File: config.mk
export PLATFORM = sky130hd
export DESIGN_NAME = can_clic_seq
export DESIGN_NICKNAME = d
export VERILOG_FILES = /design/src/rtl/can_clic_seq_pkg.sv /design/src/rtl/can_clic_seq_arb.sv /design/src/rtl/can_clic_seq.sv
export SDC_FILE = /design/constraint.sdc
export NUM_CORES = 1
export LEC_CHECK = 0
export ABC_AREA = 1
export CORE_UTILIZATION = 60
export CTS_BUF_LIST = sky130_fd_sc_hd__clkbuf_4
export CTS_CLUSTER_DIAMETER = 50
export DETAILED_ROUTE_END_ITERATION = 10
export DONT_BUFFER_PORTS = 1
export PLACE_DENSITY_LB_ADDON = 0.15
export REMOVE_ABC_BUFFERS = 1
export SYNTH_ARGS = -nofsm -noshare
export SYNTH_HDL_FRONTEND = slang
export SYNTH_SLANG_ARGS = --single-unit
File: constraint.sdc
create_clock -name clk -period 8.6 [get_ports clk]
set_clock_uncertainty 0.1 [all_clocks]
set_input_delay 1.29 -clock clk [delete_from_list [all_inputs] [get_ports clk]]
set_output_delay 1.29 -clock clk [all_outputs]
set_load 0.05 [all_outputs]
File: src/rtl/can_clic_seq_pkg.sv
// Shared defaults and source-table types for the clocked CAN-CLIC interrupt controller.
package can_clic_seq_pkg;

  localparam int unsigned DEF_NR_INDEX_BITS = 4;
  localparam int unsigned DEF_NR_PRIO_BITS  = 3;
  localparam int unsigned DEF_NR_SRC        = 2 ** DEF_NR_INDEX_BITS;

  typedef logic [DEF_NR_INDEX_BITS-1:0] index_t;
  typedef logic [DEF_NR_PRIO_BITS-1:0]  prio_t;

  typedef struct packed {
    logic  enable;
    logic  pending;
    prio_t prio;
  } entry_t;

  typedef entry_t [DEF_NR_SRC-1:0] entries_t;

endpackage

File: src/rtl/can_clic_seq_arb.sv
// Combinational bit-serial elimination: highest priority wins, ties go to the highest index.
module can_clic_seq_arb
  import can_clic_seq_pkg::*;
#(
  parameter int unsigned NR_INDEX_BITS = DEF_NR_INDEX_BITS,
  parameter int unsigned NR_PRIO_BITS  = DEF_NR_PRIO_BITS,
  localparam int unsigned N            = 2 ** NR_INDEX_BITS
) (
  input  logic [N-1:0]                   cand_i,
  input  logic [N-1:0][NR_PRIO_BITS-1:0] prio_i,
  output logic                           found_o,
  output logic [NR_INDEX_BITS-1:0]       win_index_o,
  output logic [NR_PRIO_BITS-1:0]        win_prio_o
);

  logic [N-1:0] alive;
  logic [N-1:0] keep;

  always_comb begin
    // NOTE: every variable gets a value before any branch, so no latch can be inferred.
    alive       = cand_i;
    keep        = '0;
    win_index_o = '0;
    win_prio_o  = '0;

    // A bit position only eliminates sources when at least one survivor has that bit set.
    for (int b = int'(NR_PRIO_BITS) - 1; b >= 0; b--) begin
      for (int i = 0; i < int'(N); i++) keep[i] = alive[i] & prio_i[i][b];
      if (|keep) alive = keep;
    end

    for (int b = int'(NR_INDEX_BITS) - 1; b >= 0; b--) begin
      for (int i = 0; i < int'(N); i++) keep[i] = alive[i] && (((i >> b) & 1) != 0);
      if (|keep) alive = keep;
    end

    found_o = |cand_i;
    for (int i = 0; i < int'(N); i++) begin
      if (alive[i]) begin
        win_index_o = NR_INDEX_BITS'(i);
        win_prio_o  = prio_i[i];
      end
    end
  end

endmodule

File: src/rtl/can_clic_seq.sv
// Clocked CAN-CLIC: per-source enable/pending/priority, edge-latched requests,
// registered threshold-masked winner and a claim handshake that retires it.
module can_clic_seq
  import can_clic_seq_pkg::*;
#(
  parameter int unsigned NR_INDEX_BITS = DEF_NR_INDEX_BITS,
  parameter int unsigned NR_PRIO_BITS  = DEF_NR_PRIO_BITS,
  localparam int unsigned N            = 2 ** NR_INDEX_BITS
) (
  input  logic                     clk,
  input  logic                     reset,
  input  logic [N-1:0]             irq,
  input  logic                     cfg_we,
  input  logic [NR_INDEX_BITS-1:0] cfg_index,
  input  logic                     cfg_enable,
  input  logic [NR_PRIO_BITS-1:0]  cfg_prio,
  input  logic                     cfg_set_pend,
  input  logic [NR_PRIO_BITS-1:0]  threshold,
  input  logic                     claim,
  input  logic [NR_INDEX_BITS-1:0] claim_index,
  output logic                     is_interrupt,
  output logic [NR_INDEX_BITS-1:0] index,
  output logic [NR_PRIO_BITS-1:0]  prio,
  output logic                     claim_error
);

  typedef struct packed {
    logic                    enable;
    logic                    pending;
    logic [NR_PRIO_BITS-1:0] prio;
  } src_t;

  src_t [N-1:0] src_q, src_d;
  logic [N-1:0] irq_q;
  logic [N-1:0] pend_set;
  logic [N-1:0] cand;
  logic [N-1:0][NR_PRIO_BITS-1:0] prio_vec;

  logic                     found;
  logic [NR_INDEX_BITS-1:0] win_index;
  logic [NR_PRIO_BITS-1:0]  win_prio;

  logic                     is_int_q, is_int_d;
  logic [NR_INDEX_BITS-1:0] index_q, index_d;
  logic [NR_PRIO_BITS-1:0]  prio_q, prio_d;
  logic                     claim_err_q, claim_err_d;
  logic                     claim_ok;

  assign pend_set = irq & ~irq_q;
  assign claim_ok = claim & is_int_q & (claim_index == index_q);

  always_comb begin
    cand     = '0;
    prio_vec = '0;
    for (int i = 0; i < int'(N); i++) begin
      cand[i]     = src_q[i].pending & src_q[i].enable & (src_q[i].prio > threshold);
      prio_vec[i] = src_q[i].prio;
    end
  end

  // Sets are applied after the claim clear so a same-cycle request is never lost.
  always_comb begin
    src_d = src_q;
    if (claim_ok) src_d[index_q].pending = 1'b0;
    if (cfg_we) begin
      src_d[cfg_index].enable = cfg_enable;
      src_d[cfg_index].prio   = cfg_prio;
      if (cfg_set_pend) src_d[cfg_index].pending = 1'b1;
    end
    for (int i = 0; i < int'(N); i++) begin
      if (pend_set[i]) src_d[i].pending = 1'b1;
    end
  end

  can_clic_seq_arb #(
    .NR_INDEX_BITS (NR_INDEX_BITS),
    .NR_PRIO_BITS  (NR_PRIO_BITS)
  ) u_arb (
    .cand_i      (cand),
    .prio_i      (prio_vec),
    .found_o     (found),
    .win_index_o (win_index),
    .win_prio_o  (win_prio)
  );

  // The just-claimed winner is still in the table this cycle, so suppress the offer once.
  assign is_int_d    = found & ~claim_ok;
  assign index_d     = is_int_d ? win_index : '0;
  assign prio_d      = is_int_d ? win_prio  : '0;
  assign claim_err_d = claim & ~claim_ok;

  always_ff @(posedge clk or posedge reset) begin
    if (reset) begin
      // NOTE: the source table is control state, not bulk storage, so it is reset with the rest.
      src_q       <= '0;
      irq_q       <= '0;
      is_int_q    <= 1'b0;
      index_q     <= '0;
      prio_q      <= '0;
      claim_err_q <= 1'b0;
    end else begin
      // NOTE: non-blocking assignments keep every register sampling pre-edge values.
      src_q       <= src_d;
      irq_q       <= irq;
      is_int_q    <= is_int_d;
      index_q     <= index_d;
      prio_q      <= prio_d;
      claim_err_q <= claim_err_d;
    end
  end

  assign is_interrupt = is_int_q;
  assign index        = index_q;
  assign prio         = prio_q;
  assign claim_error  = claim_err_q;

endmodule
==> results_tabular.tex, run 1 <==
\begin{tabular}{lr}
\hline
Metric & Value \\
\hline
\multicolumn{2}{l}{\textbf{Outcome}} \\
\quad Result of the run & finished clean \\
\multicolumn{2}{l}{\textbf{Drt}} \\
\quad WL/cell & between 15 and 20 um \\
\quad Drt via density & approximately 5.7 \\
\quad Length of the first detailed-routing pass in iterations & 8 \\
\quad Post-DRT Antenna Nets & 0 \\
\quad Initial DRC count & 348 \\
\quad Routed vias & approximately 5600 \\
\quad Number of DRC violations after detailed routing & 0 \\
\quad Routed Wire Length & 16600 um \\
\multicolumn{2}{l}{\textbf{STA}} \\
\quad Final-report hold violation count & 0 \\
\quad Setup Total Neg Slack & 0 ns \\
\quad Min Hold Slack & 0.3636 ns \\
\quad Max transition margin & 44.31\% \\
\quad F\_max & 162.3 MHz \\
\quad Worst Tran Pin Value & 0.8297 ns \\
\quad Pins Over Slew Limit & 0 \\
\quad Setup repair after global routing missed its margin & no \\
\quad Final critical-path required period & 6.163 ns \\
\quad Count of endpoints failing setup in the final report & 0 \\
\quad Part of the cycle the worst path needs & 71.66\% \\
\quad Setup ws final & around 2.4 ns \\
\multicolumn{2}{l}{\textbf{Synth}} \\
\quad Dominant cells by area after synthesis & sky130\_fd\_sc\_hd\_\_dfrtp\_1 (40\%), sky130\_fd\_sc\_hd\_\_nand2\_1 (15\%), sky130\_fd\_sc\_hd\_\_ha\_1 (9.2\%), sky130\_fd\_sc\_hd\_\_o21ai\_0 (6.9\%), sky130\_fd\_sc\_hd\_\_nand3\_1 (6.6\%) \\
\quad Cell variety after synth & 36 \\
\quad Share of Yosys cell area claimed by the top area cell type & about two fifths \\
\quad Portion of the post-synthesis area used by sequential elements & 40.46\% \\
\quad Most frequent cells after synthesis & sky130\_fd\_sc\_hd\_\_nand2\_1 (254), sky130\_fd\_sc\_hd\_\_dfrtp\_1 (105), sky130\_fd\_sc\_hd\_\_o21ai\_0 (90) \\
\quad Total of flip-flops plus latches after synthesis & about 110 \\
\quad Synthesized instance count & 843 \\
\quad Post-Synthesis Mean Instance Area & slightly below 8 um2 \\
\quad Number of warnings reported in the yosys synthesis log & 0 \\
\quad Async set or reset register ratio after synthesis & 100.0\% \\
\quad Cell area after synthesis & 6494 um2 \\
\quad Number of enable flip-flop cells after synthesis & 0 \\
\quad Top FF cell, synth & sky130\_fd\_sc\_hd\_\_dfrtp\_1 \\
\quad Leading cell type by number of instances after synthesis & sky130\_fd\_sc\_hd\_\_nand2\_1 \\
\quad Top cell type by total area after synthesis & sky130\_fd\_sc\_hd\_\_dfrtp\_1 \\
\multicolumn{2}{l}{\textbf{Clock tree}} \\
\quad CTS max path bufs & 2 \\
\quad CTS tree & yes \\
\quad Postcts setup bufs & 0 \\
\quad Clock Root Buffer & sky130\_fd\_sc\_hd\_\_clkbuf\_4 \\
\quad Num Clock Sinks & around 110 \\
\quad Clk slew on worst S/H paths & 0.16 ns \\
\quad \# resized after CTS & 0 \\
\quad CTS Buf Count & 9 \\
\quad Max H-tree Level & 3 \\
\quad Hold-fix buffers at CTS & 0 \\
\quad Clock network latency to the later pin of the worst-skew pair & 0.48 ns \\
\multicolumn{2}{l}{\textbf{Global route}} \\
\quad Global-route usage over all layers & between 30\% and 40\% \\
\quad Grt total ovfl & 0 \\
\quad Number of global-route vias before repair & 5494 \\
\quad Maximum number of pins on one net before global-route repair & 60 \\
\quad Wire length of the first global-routing pass & 27060 um \\
\quad Number of antenna violations at the first check in global routing & 0 \\
\multicolumn{2}{l}{\textbf{Critical path}} \\
\quad Depth of the most critical reg-to-reg path & 35 \\
\quad Largest delay contributor family on the critical path & simple AND/OR/NAND/NOR gates \\
\quad Buffers plus inverters on the worst setup path & 2 \\
\quad Delay of the slowest critical-path stage & 0.52 ns \\
\quad Slowest library cell on the worst path & sky130\_fd\_sc\_hd\_\_inv\_1 \\
\quad Number of cells on the critical path & 34 \\
\quad Critical setup path kind & primary input to flip-flop \\
\quad Startpoint type of the worst setup path & primary input \\
\quad Data required, critical path & 8.86 ns \\
\quad Data arrival time at the worst-slack endpoint & roughly 6.4 ns \\
\quad Cell repeated most along the worst path & sky130\_fd\_sc\_hd\_\_nand2\_1 \\
\quad Top fanout value on the critical path & 18 \\
\quad Nature of the critical path endpoint & flip-flop \\
\multicolumn{2}{l}{\textbf{Pwr}} \\
\quad Tot Pwr & 0.002632 W \\
\quad Leakage Power & $\sim$3.5 nW \\
\quad Power density cells & 392.5 nW/um2 \\
\quad Clock network fraction of design power & between 9 and 10\% \\
\quad Power spent charging and discharging nets & 0.001451 W \\
\quad Power share of the combinational group & 63.0\% \\
\quad Switching part of the total power & around 55\% \\
\quad Seq pwr share & 28.0\% \\
\quad Worst IR drop on VDD & roughly 0.43 mV \\
\quad Cell-internal power & $\sim$0.0012 W \\
\multicolumn{2}{l}{\textbf{Floorplanning}} \\
\quad I/O pin cnt & 45 \\
\quad Height of the die & about 110 um \\
\quad Starting density of the core & 62.34\% \\
\quad Standard cell core area & 10420 um2 \\
\quad Horizontal extent of the die & 106.0 um \\
\quad Num rows & 37 \\
\quad Total die area & 11240 um2 \\
\multicolumn{2}{l}{\textbf{Flow run}} \\
\quad Max Cap Violations & 0 \\
\multicolumn{2}{l}{\textbf{Finish}} \\
\quad Post-Layout Cell Count & a little under 1000 \\
\quad Fraction of layout cells with a size suffix above 1 & 9.316\% \\
\quad Fill cells & 919 \\
\quad Number of antenna repair diodes & 0 \\
\quad Nets & 927 \\
\quad Area growth from synthesis to layout & 3.256\% \\
\multicolumn{2}{l}{\textbf{Placement}} \\
\quad Port bufs & 0 \\
\quad Final RePlAce weighted congestion & roughly 0.95 \\
\quad DP Worst Slack & around 2.0 ns \\
\quad Half-perimeter wire length after placement & 12540 um \\
\quad Cells after DPL & 968 \\
\multicolumn{2}{l}{\textbf{Min path}} \\
\quad Path type of the worst min-delay path & flip-flop to flip-flop \\
\quad Cell count of the worst hold path & 1 \\
\hline
\end{tabular}
[metal layers]
metal	wire, um	global-route usage (%)
met5	0	0
met4	371	10.71
met3	1071	8.277
met2	7456	49.25
met1	7698	42.93
[per-stage QoR]
step           instance area (um2)  utilization, %
2_1_floorplan                 6402               -
3_3_place_gp                  6583           63.20
3_5_place_dp                  6583           63.20
4_1_cts                       6705           64.37
5_1_grt                       6705           64.37
6_report                      6705           64.37
[cell type report]
class / count / area [um2] / area share (%)
flip-flops and latches: 105 / 2628 / 39.19
inverters: 112 / 422.9 / 6.307
clock buffers: 11 / 82.58 / 1.232
multi-input cells: 614 / 3354 / 50.03
clock inverters: 5 / 40.04 / 0.5971
well taps: 136 / 170.2 / 2.538
repair buffers: 1 / 7.507 / 0.1120
[final timing paths]
kind / start / endpoint / slack [ns]
setup reg to reg: prio_vec[9]$_DFFE_PP0P_ / index[0]$_DFF_PP0_ / 3.40
setup / recovery: threshold[2] / index[0]$_DFF_PP0_ / 2.44
hold / removal: irq_q[0]$_DFF_PP0_ / src_q[3]$_DFF_PP0_ / 0.36
hold reg to reg: irq_q[0]$_DFF_PP0_ / src_q[3]$_DFF_PP0_ / 0.36
max in group asynchronous: reset / src_q[24]$_DFFE_PP0P_ / 6.64
min in group asynchronous: reset / src_q[58]$_DFF_PP0_ / 0.61
[cells by family after synthesis]
logic type	count (synthesis)	synth area share (%)
buffers and inverters	124	7.881
and+or+nand+nor	406	28.07
adders and majority gates	48	9.249
AOI/OAI and AO/OA	159	14.20
DFF	105	40.46
xor gates and xnor gates	1	0.1349
[cell usage in the layout, fill, tap and decap left out, types with 14 or more instances in the layout]
| cell | Yosys | layout |
|---|---|---|
| sky130_fd_sc_hd__clkinv_1 | 13 | 14 |
| sky130_fd_sc_hd__inv_2 | 17 | 17 |
| sky130_fd_sc_hd__inv_1 | 82 | 81 |
| sky130_fd_sc_hd__dfrtp_1 | 105 | 105 |
| sky130_fd_sc_hd__o21ai_1 | 15 | 15 |
| sky130_fd_sc_hd__ha_1 | 48 | 48 |
| sky130_fd_sc_hd__nand3_1 | 86 | 86 |
| sky130_fd_sc_hd__nand2_1 | 254 | 254 |
| sky130_fd_sc_hd__a21oi_1 | 22 | 22 |
| sky130_fd_sc_hd__o221ai_1 | 16 | 16 |
| sky130_fd_sc_hd__o21ai_0 | 90 | 90 |
| sky130_fd_sc_hd__nor2_1 | 21 | 21 |
[flip-flops by register name (all words and copies together) (netlist names)]
| signal | count |
|---|---|
| claim_error | 1 |
| index | 4 |
| irq_q | 16 |
| is_interrupt | 1 |
| prio | 3 |
| prio_vec | 48 |
| src_q | 32 |
[worst reg2reg max path: cells and delay by family, from the launching register on]
kind	cells	cell delay, ns
flops	1	0.45
simple gates	30	3.88
buf+inv	3	0.28
fa+ha+maj	1	0.29
compound gates	1	0.07
[power groups by stage]
| stage | clock, W | combinational, W | sequential (W) |
|---|---|---|---|
| after floorplan | 0 | 0.00129 | 0.000712 |
| after global placement | 0 | 0.00158 | 0.000741 |
| after detailed placement | 0 | 0.00162 | 0.000741 |
| after CTS | 0.000247 | 0.00162 | 0.000733 |
| after global routing | 0.000262 | 0.00186 | 0.000746 |
| final | 0.000238 | 0.00166 | 0.000736 |
Note: power is estimated with default switching activity, not from simulation.
==> inputs of run 2 (changes only) <==
==> constraint.sdc (replaced) <==
create_clock -name clk -period 5.3 [get_ports clk]
set_clock_uncertainty 0.1 [all_clocks]
set_input_delay 0.795 -clock clk [delete_from_list [all_inputs] [get_ports clk]]
set_output_delay 0.795 -clock clk [all_outputs]
set_load 0.05 [all_outputs]
==> results_tabular.tex, run 2 (same netlist as run 1, synthesis figures left out) <==
\begin{tabular}{lr}
\hline
Metric & Value \\
\hline
\multicolumn{2}{l}{\textbf{Finish}} \\
\quad Area growth from synthesis to layout & 7.033\% \\
\quad Commonest cells after routing, fill and taps aside & sky130\_fd\_sc\_hd\_\_nand2\_1 (254), sky130\_fd\_sc\_hd\_\_dfrtp\_1 (105), sky130\_fd\_sc\_hd\_\_o21ai\_0 (87), sky130\_fd\_sc\_hd\_\_nand3\_1 (86), sky130\_fd\_sc\_hd\_\_inv\_1 (81) \\
\quad Post-Layout Cell Count & 1006 \\
\quad Design Area, Final & 6950 um2 \\
\quad Max FFs per register & 48 \\
\quad Fill cells & roughly 870 \\
\quad Nets & 949 \\
\quad Number of antenna repair diodes & 0 \\
\quad Most frequent standard cell in the layout excluding fill and tap cells & sky130\_fd\_sc\_hd\_\_nand2\_1 \\
\quad Fraction of layout cells with a size suffix above 1 & 11.84\% \\
\multicolumn{2}{l}{\textbf{STA}} \\
\quad F\_max & roughly 200 MHz \\
\quad Final-report hold violation count & 0 \\
\quad Part of the cycle the worst path needs & slightly above 90\% \\
\quad Count of endpoints failing setup in the final report & 0 \\
\quad Pins Over Slew Limit & 0 \\
\quad Setup Total Neg Slack & 0 ns \\
\quad Final critical-path required period & 4.893 ns \\
\quad Worst Tran Pin Value & 0.8408 ns \\
\quad Max transition margin & 43.57\% \\
\multicolumn{2}{l}{\textbf{Critical path}} \\
\quad Critical setup path kind & primary input to flip-flop \\
\quad Nature of the critical path endpoint & flip-flop \\
\quad Delay of the slowest critical-path stage & 0.33 ns \\
\quad Data arrival time at the worst-slack endpoint & 5.24 ns \\
\quad Startpoint type of the worst setup path & primary input \\
\quad Cell repeated most along the worst path & sky130\_fd\_sc\_hd\_\_nand2\_1 \\
\quad Top fanout value on the critical path & 16 \\
\quad Slowest library cell on the worst path & sky130\_fd\_sc\_hd\_\_ha\_1 \\
\quad Data required, critical path & 5.65 ns \\
\multicolumn{2}{l}{\textbf{Drt}} \\
\quad Initial DRC count & 512 \\
\quad WL/cell & 17.27 um \\
\quad Routed vias & 5964 \\
\quad Routed Wire Length & 17370 um \\
\quad Number of DRC violations after detailed routing & 0 \\
\quad Drt via density & 5.928 \\
\quad Length of the first detailed-routing pass in iterations & 5 \\
\quad Post-DRT Antenna Nets & 0 \\
\multicolumn{2}{l}{\textbf{Clock tree}} \\
\quad CTS tree & yes \\
\quad Hold-fix buffers at CTS & 0 \\
\quad CTS Buf Count & 9 \\
\quad Max H-tree Level & 3 \\
\quad Num Clock Sinks & 105 \\
\quad Clock network latency to the later pin of the worst-skew pair & 0.49 ns \\
\quad Clk slew on worst S/H paths & roughly 0.17 ns \\
\quad Clock Root Buffer & sky130\_fd\_sc\_hd\_\_clkbuf\_4 \\
\quad CTS max path bufs & 2 \\
\multicolumn{2}{l}{\textbf{Floorplanning}} \\
\quad Standard cell core area & 10420 um2 \\
\quad I/O pin cnt & 45 \\
\quad Total die area & 11240 um2 \\
\quad Num rows & 37 \\
\quad Horizontal extent of the die & 106.0 um \\
\quad Starting density of the core & between 60\% and 70\% \\
\quad Height of the die & 106.0 um \\
\multicolumn{2}{l}{\textbf{Placement}} \\
\quad Cells after DPL & 978 \\
\quad Cell area after placement & 6683 um2 \\
\quad Port bufs & 0 \\
\quad Final RePlAce weighted congestion & between 0.9 and 1 \\
\quad Half-perimeter wire length after placement & around 13000 um \\
\multicolumn{2}{l}{\textbf{Min path}} \\
\quad Path type of the worst min-delay path & primary input to flip-flop \\
\multicolumn{2}{l}{\textbf{Pwr}} \\
\quad Leakage Power & about 3.6 nW \\
\quad Worst IR drop on VDD & 0.6428 mV \\
\quad Tot Pwr & 0.004770 W \\
\quad Power density cells & just under 700 nW/um2 \\
\multicolumn{2}{l}{\textbf{Global route}} \\
\quad Global-route usage over all layers & 32.64\% \\
\quad Grt total ovfl & 0 \\
\quad Number of global-route vias before repair & 5691 \\
\quad Number of antenna violations at the first check in global routing & 0 \\
\quad Wire length of the first global-routing pass & about 28000 um \\
\quad Maximum number of pins on one net before global-route repair & 70 \\
\multicolumn{2}{l}{\textbf{Outcome}} \\
\quad Result of the run & finished clean \\
\multicolumn{2}{l}{\textbf{Flow run}} \\
\quad Max Cap Violations & 0 \\
\hline
\end{tabular}
[run 2: cell count changes in the layout (fill, tap and decap cells not counted), moves of 2 or more]
cell,delta
sky130_fd_sc_hd__buf_4,+16
sky130_fd_sc_hd__buf_12,+3
sky130_fd_sc_hd__o21ai_0,-3
sky130_fd_sc_hd__o21ai_1,+3
sky130_fd_sc_hd__clkbuf_4,-2
sky130_fd_sc_hd__nor2_4,+2
[run 2: area by class of cell]
cell class | count | area [um2] | area share (%)
Multi-Input combinational cell | 616 | 3386 | 48.71
Clock inverter | 7 | 83.83 | 1.206
Clock buffer | 9 | 67.56 | 0.9721
Tap cell | 136 | 170.2 | 2.448
Sequential cell | 105 | 2628 | 37.80
Timing Repair Buffer | 21 | 192.7 | 2.772
Inverter | 112 | 422.9 | 6.085
[run 2: critical path, delay by kind of cell]
kind,cells,cell delay (ns)
AO/OA/AOI/OAI,5,0.67
adder cells (fa/ha/maj),1,0.33
buffers and inverters,8,1.06
AND/OR/NAND/NOR,22,2.37
[run 2: what timing repair did]
item,CTS,global route
setup endpoints to repair,0,2
endpoints found under the hold margin,0,0
resized for setup,0,6
setup buffers,0,10
[run 2: power breakdown]
| part | internal (W) | switching, W |
|---|---|---|
| registers | 0.000951 | 0.000246 |
| logic | 0.00112 | 0.00201 |
| clock network | 0.000154 | 0.000289 |
[run 2: metal layers]
layer  track usage, %  share of wire, %  up-vias
met5                0                 0        -
met2            51.59                45      309
met1            44.52                44     2764
met3            5.457               7.5       56
met4            13.99               3.6        0
li1                 -                 -     2835
[run 2: path summary, 6_finish.rpt]
kind	from	to	slack [ns]	cells after the start
max	threshold[2]	index[1]$_DFF_PP0_	0.41	36
min	irq[0]	irq_q[0]$_DFF_PP0_	0.20	0
max reg2reg	prio_vec[5]$_DFFE_PP0P_	index[1]$_DFF_PP0_	0.50	34
min reg2reg	irq_q[2]$_DFF_PP0_	src_q[13]$_DFF_PP0_	0.38	1
max in group asynchronous	reset	prio_vec[43]$_DFFE_PP0P_	3.89	2
min in group asynchronous	reset	irq_q[14]$_DFF_PP0_	0.22	1
[run 2: per-stage QoR]
stage / hold WS, ns / util [%] / worst slack [ns]
finish: 0.2047 / 66.73 / 0.4069
global route: 0.1546 / 66.73 / -0.009468
global placement: 0.3460 / 64.16 / 0.02489
detailed placement: 0.3532 / 64.16 / -0.1046
floorplan: 0.3426 / - / 0.2944
CTS: 0.1748 / 65.61 / 0.3960
